### config.mk
export PLATFORM = sky130hd
export DESIGN_NAME = score_board_ctrl_flat
export DESIGN_NICKNAME = d
export VERILOG_FILES = /design/src/rtl/score_board_ctrl_pkg.sv /design/src/rtl/score_board_ctrl_if.sv /design/src/rtl/score_board_ctrl_bcd_digit_add.sv /design/src/rtl/score_board_ctrl.sv /design/src/flat_wrapper.sv
export SDC_FILE = /design/constraint.sdc
export NUM_CORES = 1
export LEC_CHECK = 0
export CAP_MARGIN = 20
export CORE_MARGIN = 3
export CORE_UTILIZATION = 53
export DETAILED_ROUTE_END_ITERATION = 10
export PLACE_DENSITY = 0.81
export SYNTH_ARGS = -nofsm -noshare
export SYNTH_HDL_FRONTEND = slang
export SYNTH_SLANG_ARGS = --single-unit
### constraint.sdc
create_clock -name clk -period 3 [get_ports clk]
set_input_delay 0.6 -clock clk [delete_from_list [all_inputs] [get_ports clk]]
set_output_delay 0.6 -clock clk [all_outputs]
set_load 0.02 [all_outputs]
### src/rtl/score_board_ctrl_pkg.sv
// Shared definitions for the score-board controller: FSM state codes,
// letter coding and width helpers for the leaderboard entries.
package score_board_ctrl_pkg;

    typedef enum logic [2:0] {
        ST_IDLE  = 3'd0,
        ST_PLAY  = 3'd1,
        ST_CHECK = 3'd2,
        ST_NAME  = 3'd3,
        ST_SHIFT = 3'd4,
        ST_DONE  = 3'd5
    } state_e;

    // Default bits per letter code and the code of an empty letter slot.
    localparam int LETTER_W_DEF = 6;
    localparam int BLANK        = 0;

    function automatic int score_w(input int digits);
        return 4 * digits;
    endfunction

    function automatic int name_w(input int name_len, input int letter_w);
        return name_len * letter_w;
    endfunction

    // One leaderboard entry is packed as {score, name}, score in the MSBs.
    function automatic int entry_w(input int digits, input int name_len, input int letter_w);
        return score_w(digits) + name_w(name_len, letter_w);
    endfunction

    function automatic int idx_w(input int depth);
        return (depth > 1) ? $clog2(depth) : 1;
    endfunction

endpackage

### src/rtl/score_board_ctrl_if.sv
// Game-control and leaderboard signal bundle between the sensor/timer side
// (master) and the score-board controller (slave).
interface score_board_ctrl_if
    import score_board_ctrl_pkg::*;
#(
    parameter int DIGITS   = 2,
    parameter int DEPTH    = 4,
    parameter int NAME_LEN = 5,
    parameter int LETTER_W = LETTER_W_DEF
);
    localparam int SCORE_W = score_w(DIGITS);
    localparam int NAME_W  = name_w(NAME_LEN, LETTER_W);
    localparam int IDX_W   = idx_w(DEPTH);

    logic               go;
    logic               shot;
    logic [1:0]         shot_pts;
    logic               done;
    logic [NAME_W-1:0]  name_in;
    logic               name_vld;
    logic               restart;
    logic [IDX_W-1:0]   rd_idx;
    logic [SCORE_W-1:0] score_bcd;
    logic [SCORE_W-1:0] rd_score;
    logic [NAME_W-1:0]  rd_name;
    logic [IDX_W:0]     new_rank;
    logic [2:0]         state;
    logic               busy;

    modport master (
        output go, shot, shot_pts, done, name_in, name_vld, restart, rd_idx,
        input  score_bcd, rd_score, rd_name, new_rank, state, busy
    );

    modport slave (
        input  go, shot, shot_pts, done, name_in, name_vld, restart, rd_idx,
        output score_bcd, rd_score, rd_name, new_rank, state, busy
    );

endinterface

### src/rtl/score_board_ctrl_bcd_digit_add.sv
// Single BCD digit adder: digit + addend + carry-in, result corrected back
// into 0..9 with a decimal carry-out.
module bcd_digit_add (
    input  logic [3:0] digit,
    input  logic [3:0] addend,
    input  logic       cin,
    output logic [3:0] sum,
    output logic       cout
);
    logic [4:0] raw;

    // Binary add, then subtract ten (add six modulo 16) when the digit overflows.
    always_comb begin
        raw  = {1'b0, digit} + {1'b0, addend} + {4'b0000, cin};
        cout = (raw > 5'd9);
        sum  = cout ? (raw[3:0] + 4'd6) : raw[3:0];
    end

endmodule

### src/rtl/score_board_ctrl.sv
// Arcade game-state controller: game FSM, saturating BCD score counter and a
// DEPTH-entry ranked leaderboard with sequential bottom-up insertion.
module score_board_ctrl
    import score_board_ctrl_pkg::*;
#(
    parameter int DIGITS   = 2,
    parameter int DEPTH    = 4,
    parameter int NAME_LEN = 5,
    parameter int LETTER_W = LETTER_W_DEF
) (
    input logic               clk,
    input logic               resetn,
    score_board_ctrl_if.slave bus
);
    localparam int SCORE_W = score_w(DIGITS);
    localparam int NAME_W  = name_w(NAME_LEN, LETTER_W);
    localparam int ENTRY_W = entry_w(DIGITS, NAME_LEN, LETTER_W);
    localparam int IDX_W   = idx_w(DEPTH);
    localparam int RANK_W  = IDX_W + 1;

    localparam logic [RANK_W-1:0]  NO_RANK    = RANK_W'(DEPTH);
    localparam logic [SCORE_W-1:0] ALL_NINES  = {DIGITS{4'h9}};
    localparam logic [NAME_W-1:0]  BLANK_NAME = {NAME_LEN{LETTER_W'(BLANK)}};
    localparam logic [IDX_W-1:0]   LAST_IDX   = IDX_W'(DEPTH - 1);

    state_e              state_q, state_nxt;
    logic [SCORE_W-1:0]  score_q;
    logic [NAME_W-1:0]   name_q;
    logic [RANK_W-1:0]   new_rank_q;
    logic [RANK_W-1:0]   rank_calc;
    logic [IDX_W-1:0]    ptr_q;
    logic [IDX_W-1:0]    prev_idx;
    logic                ptr_hit;
    logic [ENTRY_W-1:0]  entry_q [DEPTH];

    logic [SCORE_W-1:0]  addend_vec;
    logic [SCORE_W-1:0]  sum_bcd;
    logic [DIGITS:0]     carry;

    // ------------------------------------------------------------------
    // BCD ripple adder: shot points enter at the ones digit only.
    // ------------------------------------------------------------------
    assign addend_vec = {{(SCORE_W - 2){1'b0}}, bus.shot_pts};
    assign carry[0]   = 1'b0;

    for (genvar d = 0; d < DIGITS; d++) begin : g_digit
        bcd_digit_add u_digit (
            .digit  (score_q[4*d +: 4]),
            .addend (addend_vec[4*d +: 4]),
            .cin    (carry[d]),
            .sum    (sum_bcd[4*d +: 4]),
            .cout   (carry[d+1])
        );
    end

    // Rank search: lowest index whose stored score is strictly beaten.
    always_comb begin
        rank_calc = NO_RANK;
        for (int i = DEPTH - 1; i >= 0; i--) begin
            if (score_q > entry_q[i][ENTRY_W-1 -: SCORE_W]) begin
                rank_calc = RANK_W'(i);
            end
        end
        // An empty game must not displace blank slots either.
        if (score_q == '0) begin
            rank_calc = NO_RANK;
        end
    end

    assign prev_idx = ptr_q - IDX_W'(1);
    assign ptr_hit  = ({1'b0, ptr_q} == new_rank_q);

    // State register.
    // NOTE: sequential state uses non-blocking (<=) so every flop samples
    // pre-edge values regardless of block ordering in simulation.
    always_ff @(posedge clk or negedge resetn) begin
        if (!resetn) begin
            state_q <= ST_IDLE;
        end else begin
            state_q <= state_nxt;
        end
    end

    // Next-state decode; inputs not listed for a state are ignored there.
    // NOTE: state_nxt gets a default before the case so no path leaves it
    // unassigned, which would otherwise infer a latch.
    always_comb begin
        state_nxt = state_q;
        case (state_q)
            ST_IDLE:  if (bus.go)       state_nxt = ST_PLAY;
            ST_PLAY:  if (bus.done)     state_nxt = ST_CHECK;
            ST_CHECK: state_nxt = (rank_calc != NO_RANK) ? ST_NAME : ST_DONE;
            ST_NAME:  if (bus.name_vld) state_nxt = ST_SHIFT;
            ST_SHIFT: if (ptr_hit)      state_nxt = ST_DONE;
            ST_DONE:  if (bus.restart)  state_nxt = ST_IDLE;
            default:  state_nxt = ST_IDLE;
        endcase
    end

    // Score, rank, name capture and one leaderboard move per SHIFT cycle.
    // NOTE: the leaderboard array is reset explicitly because it must read
    // as blank entries straight after resetn, not as uninitialised storage.
    always_ff @(posedge clk or negedge resetn) begin
        if (!resetn) begin
            score_q    <= '0;
            name_q     <= BLANK_NAME;
            new_rank_q <= NO_RANK;
            ptr_q      <= '0;
            for (int i = 0; i < DEPTH; i++) begin
                entry_q[i] <= {{SCORE_W{1'b0}}, BLANK_NAME};
            end
        end else begin
            case (state_q)
                ST_IDLE: begin
                    if (bus.go) score_q <= '0;
                end
                ST_PLAY: begin
                    if (bus.shot && (bus.shot_pts != 2'd0)) begin
                        score_q <= carry[DIGITS] ? ALL_NINES : sum_bcd;
                    end
                end
                ST_CHECK: begin
                    new_rank_q <= rank_calc;
                end
                ST_NAME: begin
                    if (bus.name_vld) begin
                        name_q <= bus.name_in;
                        ptr_q  <= LAST_IDX;
                    end
                end
                ST_SHIFT: begin
                    if (ptr_hit) begin
                        entry_q[ptr_q] <= {score_q, name_q};
                    end else begin
                        entry_q[ptr_q] <= entry_q[prev_idx];
                        ptr_q          <= prev_idx;
                    end
                end
                default: ;
            endcase
        end
    end

    assign bus.score_bcd = score_q;
    assign bus.rd_score  = entry_q[bus.rd_idx][ENTRY_W-1 -: SCORE_W];
    assign bus.rd_name   = entry_q[bus.rd_idx][NAME_W-1:0];
    assign bus.new_rank  = new_rank_q;
    assign bus.state     = state_q;
    assign bus.busy      = (state_q == ST_CHECK) || (state_q == ST_SHIFT);

endmodule

### src/flat_wrapper.sv
// flat-port wrapper written by rule: the top's interface ports become plain ports
module score_board_ctrl_flat import score_board_ctrl_pkg::*;
#(
    parameter int DIGITS   = 2,
    parameter int DEPTH    = 4,
    parameter int NAME_LEN = 5,
    parameter int LETTER_W = LETTER_W_DEF
)
  (clk, resetn, bus_go, bus_shot, bus_shot_pts, bus_done, bus_name_in, bus_name_vld, bus_restart, bus_rd_idx, bus_score_bcd, bus_rd_score, bus_rd_name, bus_new_rank, bus_state, bus_busy);
  score_board_ctrl_if #(.DIGITS(DIGITS), .DEPTH(DEPTH), .NAME_LEN(NAME_LEN), .LETTER_W(LETTER_W)) bus_i ();
  input logic clk;
  input logic resetn;
  input wire logic [$bits(bus_i.go)-1:0] bus_go;
  input wire logic [$bits(bus_i.shot)-1:0] bus_shot;
  input wire logic [$bits(bus_i.shot_pts)-1:0] bus_shot_pts;
  input wire logic [$bits(bus_i.done)-1:0] bus_done;
  input wire logic [$bits(bus_i.name_in)-1:0] bus_name_in;
  input wire logic [$bits(bus_i.name_vld)-1:0] bus_name_vld;
  input wire logic [$bits(bus_i.restart)-1:0] bus_restart;
  input wire logic [$bits(bus_i.rd_idx)-1:0] bus_rd_idx;
  output wire logic [$bits(bus_i.score_bcd)-1:0] bus_score_bcd;
  output wire logic [$bits(bus_i.rd_score)-1:0] bus_rd_score;
  output wire logic [$bits(bus_i.rd_name)-1:0] bus_rd_name;
  output wire logic [$bits(bus_i.new_rank)-1:0] bus_new_rank;
  output wire logic [$bits(bus_i.state)-1:0] bus_state;
  output wire logic [$bits(bus_i.busy)-1:0] bus_busy;
  assign bus_i.go = bus_go;
  assign bus_i.shot = bus_shot;
  assign bus_i.shot_pts = bus_shot_pts;
  assign bus_i.done = bus_done;
  assign bus_i.name_in = bus_name_in;
  assign bus_i.name_vld = bus_name_vld;
  assign bus_i.restart = bus_restart;
  assign bus_i.rd_idx = bus_rd_idx;
  assign bus_score_bcd = bus_i.score_bcd;
  assign bus_rd_score = bus_i.rd_score;
  assign bus_rd_name = bus_i.rd_name;
  assign bus_new_rank = bus_i.new_rank;
  assign bus_state = bus_i.state;
  assign bus_busy = bus_i.busy;
  score_board_ctrl #(.DIGITS(DIGITS), .DEPTH(DEPTH), .NAME_LEN(NAME_LEN), .LETTER_W(LETTER_W)) u_core (.clk(clk), .resetn(resetn), .bus(bus_i));
endmodule
### After elaboration in Yosys (flattened, before gate mapping)

Cells that the tools add are included.

* flip-flop bits (word level): 198
* latch bits: 0
* RAM bits: 0
* memory bits (read-only): 0
* input port bits: 41
* output and inout bits: 53
* logic and storage cells: 83
* memories: 0

* add/subtract/negate cells: 4
* $mul: 0
* div/mod/pow operators: 0
* magnitude comparators: 10
* equality and inequality tests: 14
* shift-type cells: 0
* muxes and demuxes: 31
* bitwise logic cells: 3
* reduce and logical (&&, ||, !) cells: 12

Operators with widths (number)
* $bwmux 152: 2
* $mux 38: 5
* $bmux 38 s2: 2
* $mux 152: 1
* $demux 38 s2: 1
* $mux 3: 11
* $gt 8x8->1: 4
* $mux 8: 3
* $pmux 3 s6: 1
* $pmux 8 s2: 1
* $gt 5x4->1 const B: 2
* $ne 2x2->1 const B: 5
* $ge 3x3->1 const B: 3
* $not 2->3: 3
* $logic_not 8->1: 1
* $eq 3x2->1 const B: 2
* $eq 3x3->1 const B: 2
* $reduce_and 3->1: 2
* $reduce_bool 2->1: 3
* $add 4x1->5: 1
* $add 4x2->5: 1
* $reduce_and 5->1: 1
* $add 4x3->4 const B: 1
* $mux 2: 2
* other kinds (12): 14

### Longest topological paths before layout

* word-level depth: 9
* mapped depth: 15
* gate-level depth less buffers: 15

### Modules after synthesis

From an unflattened synthesis, not the netlist that was laid out.

* cells, all modules: 1004
* area, all modules: 11163.2 sq um

Modules (own cells, without submodules)
* score_board_ctrl: times used 1, cells an instance 960, area each 10740.3 sq um, sequential area each 4956.0 sq um
* bcd_digit_add: times used 2, cells an instance 22, area each 211.5 sq um, sequential area each 0.0 sq um

### Worst setup path after synthesis

OpenSTA, ideal clock, no wires.

* kind: input port to flip-flop
* start: input port bus_shot_pts[0]
* end: register u_core.score_q[2] (netlist: u_core.bus.score_bcd[2])
* library setup time: 0.121 ns
* arrival: 3.128 ns
* required time: 2.879 ns
* path slack: -0.249 ns
* stages: 14
* buffers on the path: 0
* cell sequence: ha_1 -> inv_1 -> fa_1 -> mux2i_1 -> a22o_1 -> inv_1 -> ha_1 -> ha_1 -> o21ai_0 -> nand2_1 -> o211a_1 -> and2b_1 -> a31o_2 -> a22o_1

* cells in the longest elaborated chain, start to end: 7
* elaborated cells on any way between the ends: 13
* classes of those cells: add/sub: 3; order compare: 2; eq/ne: 1; mux: 4; reduce/logical: 3

RTL lines
* start, declared: line flat_wrapper.sv:15 `input wire logic [$bits(bus_i.shot_pts)-1:0] bus_shot_pts;`
* $add 4x2->5: line score_board_ctrl_bcd_digit_add.sv:14 `raw = {1'b0, digit} + {1'b0, addend} + {4'b0000, cin};`
* $gt 5x4->1: line score_board_ctrl_bcd_digit_add.sv:15 `cout = (raw > 5'd9);`
* $add 4x1->5: line score_board_ctrl_bcd_digit_add.sv:14
* $gt 5x4->1: line score_board_ctrl_bcd_digit_add.sv:15
* $mux 8: line score_board_ctrl.sv:119 `score_q <= carry[DIGITS] ? ALL_NINES : sum_bcd;`
* $mux 8: line score_board_ctrl.sv:118 `if (bus.shot && (bus.shot_pts != 2'd0)) begin`
* $pmux 8 s2: line score_board_ctrl.sv:113 `case (state_q)`
* end signal, assigned: line score_board_ctrl.sv:119
* end, declared: line score_board_ctrl.sv:27 `logic [SCORE_W-1:0] score_q;`

Parallel ways exist; a longest one is shown, timed or not. The select of a mux whose other input is x is not followed.
A chain may end at the register's enable or synchronous reset.

### Worst setup path in the final report

* start: register u_core.score_q[0] (netlist: u_core.bus.score_bcd[0])
* end: register u_core.score_q[2] (netlist: u_core.bus.score_bcd[2])

* cells in the longest elaborated chain, start to end: 7
* elaborated cells on any way between the ends: 9
* classes of those cells: add/sub: 3; order compare: 2; mux: 4

RTL lines (line)
* $add 4x2->5 (*): score_board_ctrl_bcd_digit_add.sv:14
* $gt 5x4->1: score_board_ctrl_bcd_digit_add.sv:15
* $add 4x1->5: score_board_ctrl_bcd_digit_add.sv:14
* $gt 5x4->1: score_board_ctrl_bcd_digit_add.sv:15
* $mux 8 (*): score_board_ctrl.sv:119
* $mux 8 (*): score_board_ctrl.sv:118
* $pmux 8 s2 (*): score_board_ctrl.sv:113

Mark *: on every way between the ends. The rest lies on a longest branch, timed or not. The select of a mux whose other input is x is not followed.

==> results <==
- The max-capacitance violation count is 0.
- The leftover overflow at the end of global routing is 0.
- The biggest area consumer among synthesized cells is dfrtp_1.
- The root buffer cell is clkbuf_16.
- The synthesized-area fraction occupied by ao, oa, aoi and oai cells is 10.7%.
- In the global route stage, met2 resource usage came out at 37.3%.
- The die area is 21,800 um2.
- The number of antenna violations at the first check in global routing is 0.
- The multi-input combinational cells in the finished layout cover a total of 5240 um2.
- The clock tree skew after final layout is 11.8 ps.
- The maximum clock frequency is 0.350 GHz.
- The kind of path behind the tightest hold check is in -> async.
- Summing the areas of all xor and xnor instances in the mapped netlist gives 0.329% of the synthesized area.
- Timing analysis after detailed placement gives a worst setup slack of -652 ps.
- The worst slew slack as a fraction of its limit is 56.3%.
- In this run the power density over the cells is 1140 nW/um2.
- The number of buffers inserted by port buffering is 93.
- The signal on the critical path passes through ha_4 > inv_2 > fa_2 > mux2i_1 > a22o_1 > inv_2 > ha_4 > ha_4 > o21ai_1 > nand2_1 > o211a_1 > and2b_2 > a31o_2 > a22o_1.
- The clock buffer count from CTS is 17.
- The largest family of logic cells by synthesized area is multiplexers.
- The routed design has 24,800 um of wire.
- After clock tree synthesis, the clock-pin slew on the worst setup and hold paths is 80 ps.
- By area the synthesized netlist is led by dfrtp_1 (46%), mux4_2 (16%), a21oi_1 (7.6%).
- The number of remaining DRC errors is 0.
- The maximum number of pins on one net before global-route repair is 68.
- Of the available clock period, the critical path in the final layout requires 95.3%.
- The largest voltage drop on the vdd net is 453 uV.
- The source of the worst register-to-register timing path is u_core.bus.score_bcd[0]$_DFFE_PN0P_.
- The synthesis warning total is 0.
- The flow ran to the end, and the final reports show no timing, DRC or antenna violations.
- After filler insertion, the fill cell instance count of the layout stands at 1,438.
- The basic-gate share of the synthesized area counting and, or, nand and nor cells is 9.43%.
- The ratio of cells with drive above 1 in the final layout is 19.6%.
- The sequential cells in the finished layout cover a total of 4960 um2.
- Setup violations remaining at the end of the flow were counted as 0.
- The final-stage net count is 1,089.
- Detailed placement finished with a half-perimeter wire length of 16,100 um.
- The floorplan step set the die width to 148 um.
- Setup repair after global routing left no endpoint under its margin.
- The synthesized instance count is 925.
- The mux cell area share after synthesis is 23.2%.
- At the end of routability-driven placement, the weighted congestion stood at 0.834.
- After Yosys synthesis, full adders, half adders and majority gates account for 5.01% of the synthesized area.
- In this run, synthesis inferred 0 flip-flops with an integrated enable.
- The worst endpoint data arrival time is 3190 ps.
- The actual slew at the worst max-slew pin is 655 ps.
- The worst setup path is captured at a flop.
- The cell depth of the worst flop-to-flop path is 14.
- The number of nets handed over by synthesis was 1,008.
- Counting along the longest clock path gives a buffer depth of 2.
- The cell class contributing the biggest share of worst-path delay is adder cells.
- Of the post-synthesis cell area, the dominant cell type holds 46.3%.
- The synthesis-to-finish area growth is 18.1%.
- The analysis attributes to cell leakage a power of 0.00535 uW.
- In this design, the stage delay of the slowest critical-path cell is 390 ps.
- After synthesis the netlist holds a flip-flop and latch count of 198.
- Of all nets on the critical path, the largest fanout is 4.
- The sequential fraction of the synthesis area is 46.6%.
- Leaving out fill and tap cells, the most frequent cells in the layout are dfrtp_1 (195), nor2_1 (165), a21oi_1 (161).
- The later pin in the worst-skew pair is clocked with a latency of 450 ps.
- The number of antenna-violating nets in the routed design is 0.
- The area inside the core boundary is 19,600 um2.
- The number of distinct library cells after synthesis is 53.
- The wire length of the first global-routing pass is 41,600 um.
- The cell with the largest stage delay on the worst path is dfrtp_2.
- Across all hold checks on the routed design, the worst slack comes to 145 ps.
- The number of levels the H-tree was split into is 4.
- The via count is 7,759.
- Counting both buffers and inverters, the worst setup path holds a total of 2.
- In the synthesized netlist the dominant register cell turns out to be dfrtp_1.
- The leading cell type in the layout, fill and taps excluded is dfrtp_1.
- The synthesized cell area is 10,600 um2.
- The most used cell along the critical path is ha_4.
- The number of primary I/O pins is 94.
- The mean instance size in the synthesized netlist is 11.5 um2.
- Before antenna repair, the detailed router went through 5 iterations.
- The vertical extent of the die is 148 um.
- The met3 demand-to-capacity share in global routing is 4.11%.
- The floorplan has 51 rows.
- The tree built by TritonCTS fans out to 198 sinks.
- Global routing used 23.7% of the available tracks across all layers.
- The number of global-route vias before repair was 7,857.
- The number of diodes added for antenna fixing is 0.
- The share of async-settable or async-resettable flops after synthesis is 100%.
- The setup check on the worst reg-to-reg path leaves a slack of 140 ps.
- The required arrival time at the worst endpoint is 3330 ps.
- The initial standard-cell utilization of the core is 54.3%.
- The total count of max-transition violations in the final report is 0.
- The final-report hold violation count was 0.
- The final routed wire length divided by cell count is 19.3 um.
- The via count normalized by instance count is 6.04.
- The fraction of met1 tracks used by global routing is 34.5%.
- The destination of the worst register-to-register timing path is u_core.bus.score_bcd[2]$_DFFE_PN0P_.
- The critical path launch point type is a flop.
- The DRC violation total after the first TritonRoute iteration is 731.
- TritonCTS built the clock tree.
- For the finished layout, the period the worst path requires is 2860 ps.
- The post-route worst setup slack is 141 ps.
- The path type of the worst setup path is reg -> reg.
- The layer flagged by global routing as most heavily used is met2.
repair_timing:
action	in CTS	in global routing
pin swaps	2	1
endpoints found under the setup margin	5	5
resized for setup	2	1
hold buffers	0	0
setup buffers	0	1
worst register-to-register path, cell delays in order, from the launching register on:
cell and delay (ps):
dfrtp_2 390, ha_4 140, inv_2 30, fa_2 370, mux2i_1 160, a22o_1 200, inv_2 50, ha_4 160
ha_4 270, o21ai_1 50, nand2_1 90, o211a_1 200, and2b_2 260, a31o_2 200, a22o_1 170
Yosys cell counts, types with 2 or more instances:
| cell type | count |
|---|---|
| nand3_1 | 5 |
| buf_1 | 3 |
| buf_4 | 11 |
| mux4_2 | 76 |
| mux2i_1 | 42 |
| nand4_1 | 4 |
| or4_1 | 2 |
| o211a_1 | 2 |
| a22o_1 | 6 |
| a31oi_1 | 2 |
| inv_1 | 40 |
| and4bb_2 | 2 |
| clkbuf_1 | 6 |
| nand2_1 | 12 |
| xor2_1 | 4 |
| a32o_1 | 2 |
| nor2b_1 | 4 |
| o31ai_1 | 5 |
| a211oi_1 | 4 |
| and4_1 | 4 |
| buf_2 | 39 |
| buf_6 | 4 |
| and2_1 | 8 |
| o21ai_0 | 16 |
| dfrtp_1 | 197 |
| ha_1 | 41 |
| a21oi_1 | 161 |
| a21o_1 | 2 |
| or2_2 | 3 |
| mux2_2 | 30 |
| nor2_1 | 165 |
| nor4bb_1 | 2 |
routing by layer:
metal | share of wire (%) | routed length (um)
met1 | 44 | 11000
met5 | 0 | 0
met4 | 1.3 | 312
met2 | 48 | 12000
met3 | 6.1 | 1510
metrics by stage:
stage	cells	util [%]	total power (uW)	cell area (um2)	setup TNS [ps]
floorplan	925	-	9630	10700	-52.8
global placement	1251	60.9	11500	11900	-3100
detailed placement	1251	60.9	11800	11900	-3600
CTS	1283	64.1	14300	12600	0
global route	1284	64.2	15300	12600	0
finish	1284	64.2	14300	12600	0
how the worst max path moves through the flow:
stage                                              startpoint                                   to  slack (ps)  depth (start not counted)
after floorplan                               bus_shot_pts[0]  u_core.bus.score_bcd[2]$_DFFE_PN0P_         -50                         13
after global placement                        bus_shot_pts[0]  u_core.bus.score_bcd[2]$_DFFE_PN0P_        -570                         15
after detailed placement                      bus_shot_pts[0]  u_core.bus.score_bcd[2]$_DFFE_PN0P_        -650                         15
after CTS                 u_core.bus.score_bcd[0]$_DFFE_PN0P_  u_core.bus.score_bcd[2]$_DFFE_PN0P_          60                         14
after global routing                          bus_shot_pts[0]  u_core.bus.score_bcd[2]$_DFFE_PN0P_          20                         15
final                     u_core.bus.score_bcd[0]$_DFFE_PN0P_  u_core.bus.score_bcd[2]$_DFFE_PN0P_         140                         14
cells by family after synthesis:
logic type | Yosys count
AO/OA/AOI/OAI | 208
buffers and inverters | 103
AND/OR/NAND/NOR | 222
adder cells (fa/ha/maj) | 42
multiplexers | 148
flip-flops | 198
XOR/XNOR | 4
state kept, by name, indices dropped and copies added (netlist names):
name,cells
u_core.bus.score_bcd,8
u_core.bus.state,3
u_core.entry_q,152
u_core.name_q,30
u_core.ptr_q,2
u_core.bus.new_rank,3
report_power, final:
group	switching [uW]	internal (uW)	leakage (uW)	total, uW
sequential	1090	3940	0.00245	5030
clock	1150	1280	0.000305	2430
combinational	3400	3410	0.00260	6810
area by class of cell:
cell class | instances | share of cell area (%)
clock inverters | 15 | 1.63
flip-flops and latches | 198 | 39.4
clock buffers | 17 | 3.38
well taps | 265 | 2.64
inverters | 40 | 1.19
repair buffers | 125 | 10.1
multi-input cells | 624 | 41.7
(Power assumes the default switching activity.)
